--- config.mk ---
export PLATFORM = sky130hd
export DESIGN_NAME = fetch_pc_unit
export DESIGN_NICKNAME = d
export VERILOG_FILES = /design/src/rtl/pc_pkg.sv /design/src/rtl/return_addr_stack.sv /design/src/rtl/fetch_pc_unit.sv
export SDC_FILE = /design/constraint.sdc
export NUM_CORES = 1
export LEC_CHECK = 0
export CAP_MARGIN = 30
export CORE_ASPECT_RATIO = 0.7
export CORE_UTILIZATION = 25
export CTS_BUF_LIST = sky130_fd_sc_hd__clkbuf_4
export DETAILED_ROUTE_END_ITERATION = 8
export PLACE_DENSITY_LB_ADDON = 0.08
export SLEW_MARGIN = 20
export SYNTH_ARGS = -nofsm -noshare
export SYNTH_HDL_FRONTEND = slang
export SYNTH_SLANG_ARGS = --single-unit
--- constraint.sdc ---
create_clock -name clk -period 12.6 [get_ports clk]
set_input_delay 2.52 -clock clk [delete_from_list [all_inputs] [get_ports clk]]
set_output_delay 2.52 -clock clk [all_outputs]
set_load 0.1 [all_outputs]
--- src/rtl/pc_pkg.sv ---
// Shared types and constants for the IF-stage next-PC logic.
package pc_pkg;

  typedef enum logic [2:0] {
    SRC_SEQ     = 3'd0,
    SRC_ID_JUMP = 3'd1,
    SRC_RAS     = 3'd2,
    SRC_EX      = 3'd3,
    SRC_TRAP    = 3'd4
  } pc_src_e;

  localparam int unsigned ILEN_STEP_16 = 32'd2;
  localparam int unsigned ILEN_STEP_32 = 32'd4;

  localparam logic [31:0] DEFAULT_RESET_VECTOR = 32'h0000_0000;

endpackage

--- src/rtl/return_addr_stack.sv ---
// Circular return address stack with a saturating occupancy count.
// A full push overwrites the oldest entry; push+pop together swaps the top entry.
module return_addr_stack #(
  parameter int XLEN      = 32,
  parameter int RAS_DEPTH = 4
) (
  input  logic            clk,
  input  logic            rst,
  input  logic            i_push,
  input  logic            i_pop,
  input  logic [XLEN-1:0] i_data,
  output logic [XLEN-1:0] o_top,
  output logic            o_empty
);

  localparam int PTR_W = $clog2(RAS_DEPTH);
  localparam int CNT_W = $clog2(RAS_DEPTH + 1);

  logic [XLEN-1:0]  r_mem [RAS_DEPTH];
  logic [PTR_W-1:0] r_tos;
  logic [CNT_W-1:0] r_count;

  logic             w_empty;
  logic             w_full;
  logic [PTR_W-1:0] w_tos_inc;
  logic [PTR_W-1:0] w_tos_dec;

  assign w_empty   = (r_count == {CNT_W{1'b0}});
  assign w_full    = (r_count == CNT_W'(RAS_DEPTH));
  assign w_tos_inc = r_tos + PTR_W'(1);
  assign w_tos_dec = r_tos - PTR_W'(1);

  // Stack state update; a swap on an empty stack degrades to a plain push.
  always_ff @(posedge clk) begin
    if (rst) begin
      r_tos   <= {PTR_W{1'b0}};
      r_count <= {CNT_W{1'b0}};
      for (int i = 0; i < RAS_DEPTH; i++) begin
        r_mem[i] <= {XLEN{1'b0}};
      end
    end else if (i_push && i_pop && !w_empty) begin
      r_mem[r_tos] <= i_data;
    end else if (i_push) begin
      r_mem[w_tos_inc] <= i_data;
      r_tos            <= w_tos_inc;
      if (!w_full) begin
        r_count <= r_count + CNT_W'(1);
      end else begin
        r_count <= r_count;
      end
    end else if (i_pop && !w_empty) begin
      r_tos   <= w_tos_dec;
      r_count <= r_count - CNT_W'(1);
    end else begin
      r_tos   <= r_tos;
      r_count <= r_count;
    end
  end

  assign o_top   = r_mem[r_tos];
  assign o_empty = w_empty;

endmodule

--- src/rtl/fetch_pc_unit.sv ---
// IF-stage next-PC generator: sequential 2/4-byte advance or prioritised redirect
// (trap > EX > ID jump > RAS return), with link address and flush strobes.
module fetch_pc_unit
  import pc_pkg::*;
#(
  parameter int              XLEN         = 32,
  parameter logic [XLEN-1:0] RESET_VECTOR = XLEN'(DEFAULT_RESET_VECTOR),
  parameter bit              COMPRESSED   = 1'b1,
  parameter int              RAS_DEPTH    = 4
) (
  input  logic            clk,
  input  logic            rst,
  input  logic            stallIF,
  input  logic            isCompressedIF,
  input  logic            trapValid,
  input  logic [XLEN-1:0] trapTarget,
  input  logic            exRedirect,
  input  logic [XLEN-1:0] exTarget,
  input  logic            idValid,
  input  logic            idJump,
  input  logic [XLEN-1:0] idJumpTarget,
  input  logic            idCall,
  input  logic            idRet,
  input  logic [XLEN-1:0] idLinkAddr,
  output logic [XLEN-1:0] pcIF,
  output logic [XLEN-1:0] pcLink,
  output logic            flushIF,
  output logic            flushID,
  output logic            rasPredict
);

  localparam logic [XLEN-1:0] ALIGN_MASK = COMPRESSED ? XLEN'(1) : XLEN'(3);

  function automatic logic [XLEN-1:0] align_target(input logic [XLEN-1:0] t);
    return t & ~ALIGN_MASK;
  endfunction

  logic [XLEN-1:0] r_pc;
  logic [XLEN-1:0] w_step;
  logic [XLEN-1:0] w_target;
  logic [XLEN-1:0] w_next_pc;
  logic [XLEN-1:0] w_ras_top;
  logic            w_ras_empty;
  logic            w_id_ok;
  logic            w_push;
  logic            w_pop;
  logic            w_ras_hit;
  pc_src_e         w_src;

  assign w_step  = (COMPRESSED && isCompressedIF) ? XLEN'(ILEN_STEP_16) : XLEN'(ILEN_STEP_32);
  // Older-stage redirects void whatever ID is doing, including RAS updates.
  assign w_id_ok = idValid && !trapValid && !exRedirect;
  assign w_push  = w_id_ok && idCall;
  assign w_pop   = w_id_ok && idRet;

  if (RAS_DEPTH > 0) begin : g_ras
    return_addr_stack #(
      .XLEN      (XLEN),
      .RAS_DEPTH (RAS_DEPTH)
    ) u_ras (
      .clk     (clk),
      .rst     (rst),
      .i_push  (w_push),
      .i_pop   (w_pop),
      .i_data  (idLinkAddr),
      .o_top   (w_ras_top),
      .o_empty (w_ras_empty)
    );
  end else begin : g_no_ras
    assign w_ras_top   = {XLEN{1'b0}};
    assign w_ras_empty = 1'b1;
  end

  assign w_ras_hit = w_pop && !w_ras_empty;

  // Redirect source priority and next-PC selection.
  always_comb begin
    w_src     = SRC_SEQ;
    w_target  = {XLEN{1'b0}};
    w_next_pc = r_pc;
    if (trapValid) begin
      w_src = SRC_TRAP;
    end else if (exRedirect) begin
      w_src = SRC_EX;
    end else if (w_id_ok && idJump) begin
      w_src = SRC_ID_JUMP;
    end else if (w_ras_hit) begin
      w_src = SRC_RAS;
    end else begin
      w_src = SRC_SEQ;
    end
    case (w_src)
      SRC_TRAP:    w_target = trapTarget;
      SRC_EX:      w_target = exTarget;
      SRC_ID_JUMP: w_target = idJumpTarget;
      SRC_RAS:     w_target = w_ras_top;
      default:     w_target = {XLEN{1'b0}};
    endcase
    if (w_src != SRC_SEQ) begin
      w_next_pc = align_target(w_target);
    end else if (!stallIF) begin
      w_next_pc = r_pc + w_step;
    end else begin
      w_next_pc = r_pc;
    end
  end

  // PC register.
  always_ff @(posedge clk) begin
    if (rst) begin
      r_pc <= RESET_VECTOR;
    end else begin
      r_pc <= w_next_pc;
    end
  end

  assign pcIF       = r_pc;
  assign pcLink     = r_pc + w_step;
  assign flushIF    = !rst && (w_src != SRC_SEQ);
  assign flushID    = !rst && ((w_src == SRC_TRAP) || (w_src == SRC_EX));
  assign rasPredict = !rst && (w_src == SRC_RAS);

endmodule

==> results.py <==
metrics = {
    "floorplan": {
        "core_area_sq_mm": 0.0340,
        "die_h_um": 159,
        "die_area_sq_mm": 0.0358,
        "std_cell_rows": 56,
        "die_x_um": 226,
        "initial_utilization_pct": 25.8,
        "io_pins": 205,
    },
    "clocking": {
        "clock_latency_ns": 0.63,
        "hold_buffers": 0,
        "cts-root-buf": "clkbuf_4",
        "tritoncts": "yes",
        "clockBufferDepth": 2,
        "cts_resized": 0,
        "cts_setup_buffers": 0,
        "cts.sinks": 162,
        "cts_made_buffers": 17,
        "htreeDepth": 4,
        "clk_pin_slew_ns": 0.15,
    },
    "setup_path": {
        "cp_slowest_cell": "clkdlybuf4s50_1",
        "cp.arrival_ns": 6.04,
        "worst-setup-path-type": "primary input to primary output",
        "cp_top_family": "buffers and inverters",
        "crit_path_start_kind": "primary input",
        "critPathMaxFanout": 10,
        "cpMostUsedCell": "clkdlybuf4s50_1",
        "cpPeakStageDelay_ns": 1.15,
        "end_kind": "primary output",
        "crit_required_ns": 10.08,
        "r2r_slack_ns": 9.79,
        "crit_buf_inv": 3,
        "path_cells": "clkdlybuf4s50_1 > inv_1 > ha_1 > a21oi_1 > or3_1 > nor2_1 > nand2_1 > xnor2_1 > clkdlybuf4s50_1",
    },
    "synth": {
        "netlist_instances": 737,
        "synth_ff_type": "edfxtp_1",
        "syn_area_per_cell_sq_um": 11.9,
        "synth_area_leader_cell": "edfxtp_1",
        "ys_ff_latch": 162,
        "syn_area_sq_mm": 0.00876,
        "synth_common_cells": "126 x and2_1, 124 x edfxtp_1, 38 x dfxtp_1, 38 x nand2_1, 34 x nor2_1",
        "seq_area_frac_synth_pct": 51.2,
        "synth-edff-count": 124,
        "ys_async_sr_fraction_pct": 0,
        "synth_top_area_share_pct": 42.5,
        "synth_most_common_cell": "and2_1",
        "yosysWarningCount": 0,
        "synth_area_leaders": "edfxtp_1 42%, and2_1 9.0%, dfxtp_1 8.7%",
        "ys_types": 65,
    },
    "drt": {
        "routed_via_density": 4.79,
        "drc_errors": 0,
        "drt_iter0_markers": 648,
        "firstDrtPassIters": 8,
        "routedWlPerCell_um": 21.8,
        "drt-total-wl_um": 30600,
        "vias": 6726,
        "ant_nets": 0,
    },
    "pwr": {
        "p_per_area_mw_per_mm2": 109,
        "p_sw_share_pct": 33.8,
        "p_comb_share_pct": 23.0,
        "seq_power_share_pct": 48.5,
        "p_int_w": 0.000839,
        "p_leak_nw": 4.01,
        "power.share.clock_pct": 28.5,
        "total_power_w": 0.00127,
        "peakVddDrop_mv": 0.0512,
        "switching_power_w": 0.000427,
    },
    "global_routing": {
        "grt_pass1_wl_um": 45200,
        "grt_pass1_vias": 6652,
        "track_usage_pct": 17.4,
        "overflow": 0,
        "grt_max_degree": 38,
        "antenna_found_initial": 1,
    },
    "sta": {
        "skew_ns": 0.0413,
        "rsz0062_at_grt": "false",
        "tightest_slew_ns": 1.02,
        "final-hold-violation-count": 0,
        "slew_headroom_pct": 31.6,
        "maxSlewViolCount": 0,
        "fmax_mhz": 117,
        "setup_violations": 0,
        "fin_hold_ws_ns": 0.543,
        "min_period_over_period_pct": 67.9,
        "setup-tns-final_ns": 0,
        "finalCriticalPeriod_ns": 8.56,
    },
    "placed_design": {
        "placed_area_sq_mm": 0.0113,
        "dp_hpwl_um": 21600,
        "io_buffers": 198,
        "gp_congestion": 0.794,
    },
    "cells_and_area": {
        "syn_to_final_growth_pct": 32.6,
        "multi_input_area_sq_mm": 0.00399,
        "postLayoutCellArea_sq_mm": 0.0116,
        "seq_area_sq_mm": 0.00449,
        "drive_gt1_share_pct": 12.4,
        "nNetsFinal": 1068,
        "fillers": 3441,
        "fin_util_pct": 34.2,
    },
    "hold_path": {
        "hp-class": "flip-flop to flip-flop",
    },
    "job": {
        "drv_cap": 0,
    },
    "outcome": {
        "status": "complete, no violations",
    },
}
## area by class of cell
class / instances / area share (%)
sequential: 162 / 38.6
multi-input combinational: 507 / 34.3
antenna: 1 / 0.0215
timing repair buffer: 219 / 18.7
tap: 464 / 5.00
inverter: 19 / 0.614
clock buffer: 18 / 1.16
clock inverter: 14 / 1.52
## path summary, 6_finish.rpt
kind | from | end | depth (start not counted)
max reg2reg | g_ras.u_ras.r_count[0] | g_ras.u_ras.r_mem[2][13] | 5
max | isCompressedIF | pcLink[24] | 9
min | pcIF[1] | pcIF[1] | 2
min reg2reg | pcIF[1] | pcIF[1] | 2
## placed cells by master (no fill, tap or decap), types with 3 or more instances in the layout
cell type	netlist	final
buf_4	3	18
clkinv_2	0	3
inv_6	0	5
clkdlybuf4s50_1	0	198
mux4_2	31	31
dfxtp_1	38	37
xnor2_1	20	20
edfxtp_1	124	124
o221a_1	6	6
o21ai_0	16	14
a31oi_1	5	5
nand4_1	13	13
nor4_2	4	4
a21boi_0	5	5
a211oi_1	12	12
and3_1	5	5
bufinv_16	0	3
inv_1	18	18
nor2b_1	5	4
and2_1	126	126
nand3_1	25	25
a21oi_1	19	19
nor2_1	34	34
a311oi_1	8	8
xor2_1	13	13
nor3_1	8	8
a21boi_1	4	4
and4_1	6	6
o31ai_1	4	4
o21a_1	10	10
a222oi_1	31	31
nor4_1	7	7
clkbuf_4	0	18
nor3_2	6	6
o21ai_1	4	4
nand2_1	38	38
## per-stage QoR
step           instances  setup WS (ns)
3_3_place_gp        1367           4.00
5_1_grt             1404           3.86
3_5_place_dp        1371           4.02
6_report            1404           4.04
4_1_cts             1403           4.01
2_1_floorplan        738           4.76
## power groups by stage
stage	Combinational, W	Clock, W	Sequential [W]
after floorplan	0.000136	0	0.000668
after global placement	0.000290	0	0.000627
after detailed placement	0.000293	0	0.000626
after CTS	0.000294	0.000374	0.000614
after global routing	0.000306	0.000396	0.000618
final	0.000291	0.000361	0.000614
## tightest hold or removal path, cell delays in order, from the launching register on
cell and delay, ns:
dfxtp_1 0.36, nor2_1 0.10, a311oi_1 0.05
## registers in the layout, summed over array words and instances (netlist names), named ones only
| register | cells |
|---|---|
| pcIF | 31 |
| g_ras.u_ras.r_tos | 2 |
| g_ras.u_ras.r_count | 3 |
| g_ras.u_ras.r_mem | 124 |
## logic make-up (layout without fill, tap and decap cells)
logic type	count (synthesis)	after routing	share of synthesized area, %
mux	33	33	8.20
compound gates	138	138	12.2
simple gates	297	297	20.7
buf+inv	69	270	3.56
xor+xnor	33	33	3.30
other cells	1	3	0.0428
fa+ha+maj	4	4	0.743
flops	162	162	51.2
## per-layer routing
metal	vias up	part of all wire, %	wire [um]	track usage (%)
li1	3204	-	-	-
met1	3319	50	15400	25.8
met2	186	45	13700	26.0
met3	17	4.1	1270	3.41
met4	0	1.1	345	3.98
met5	-	0	0	0
(Power assumes the default switching activity.)
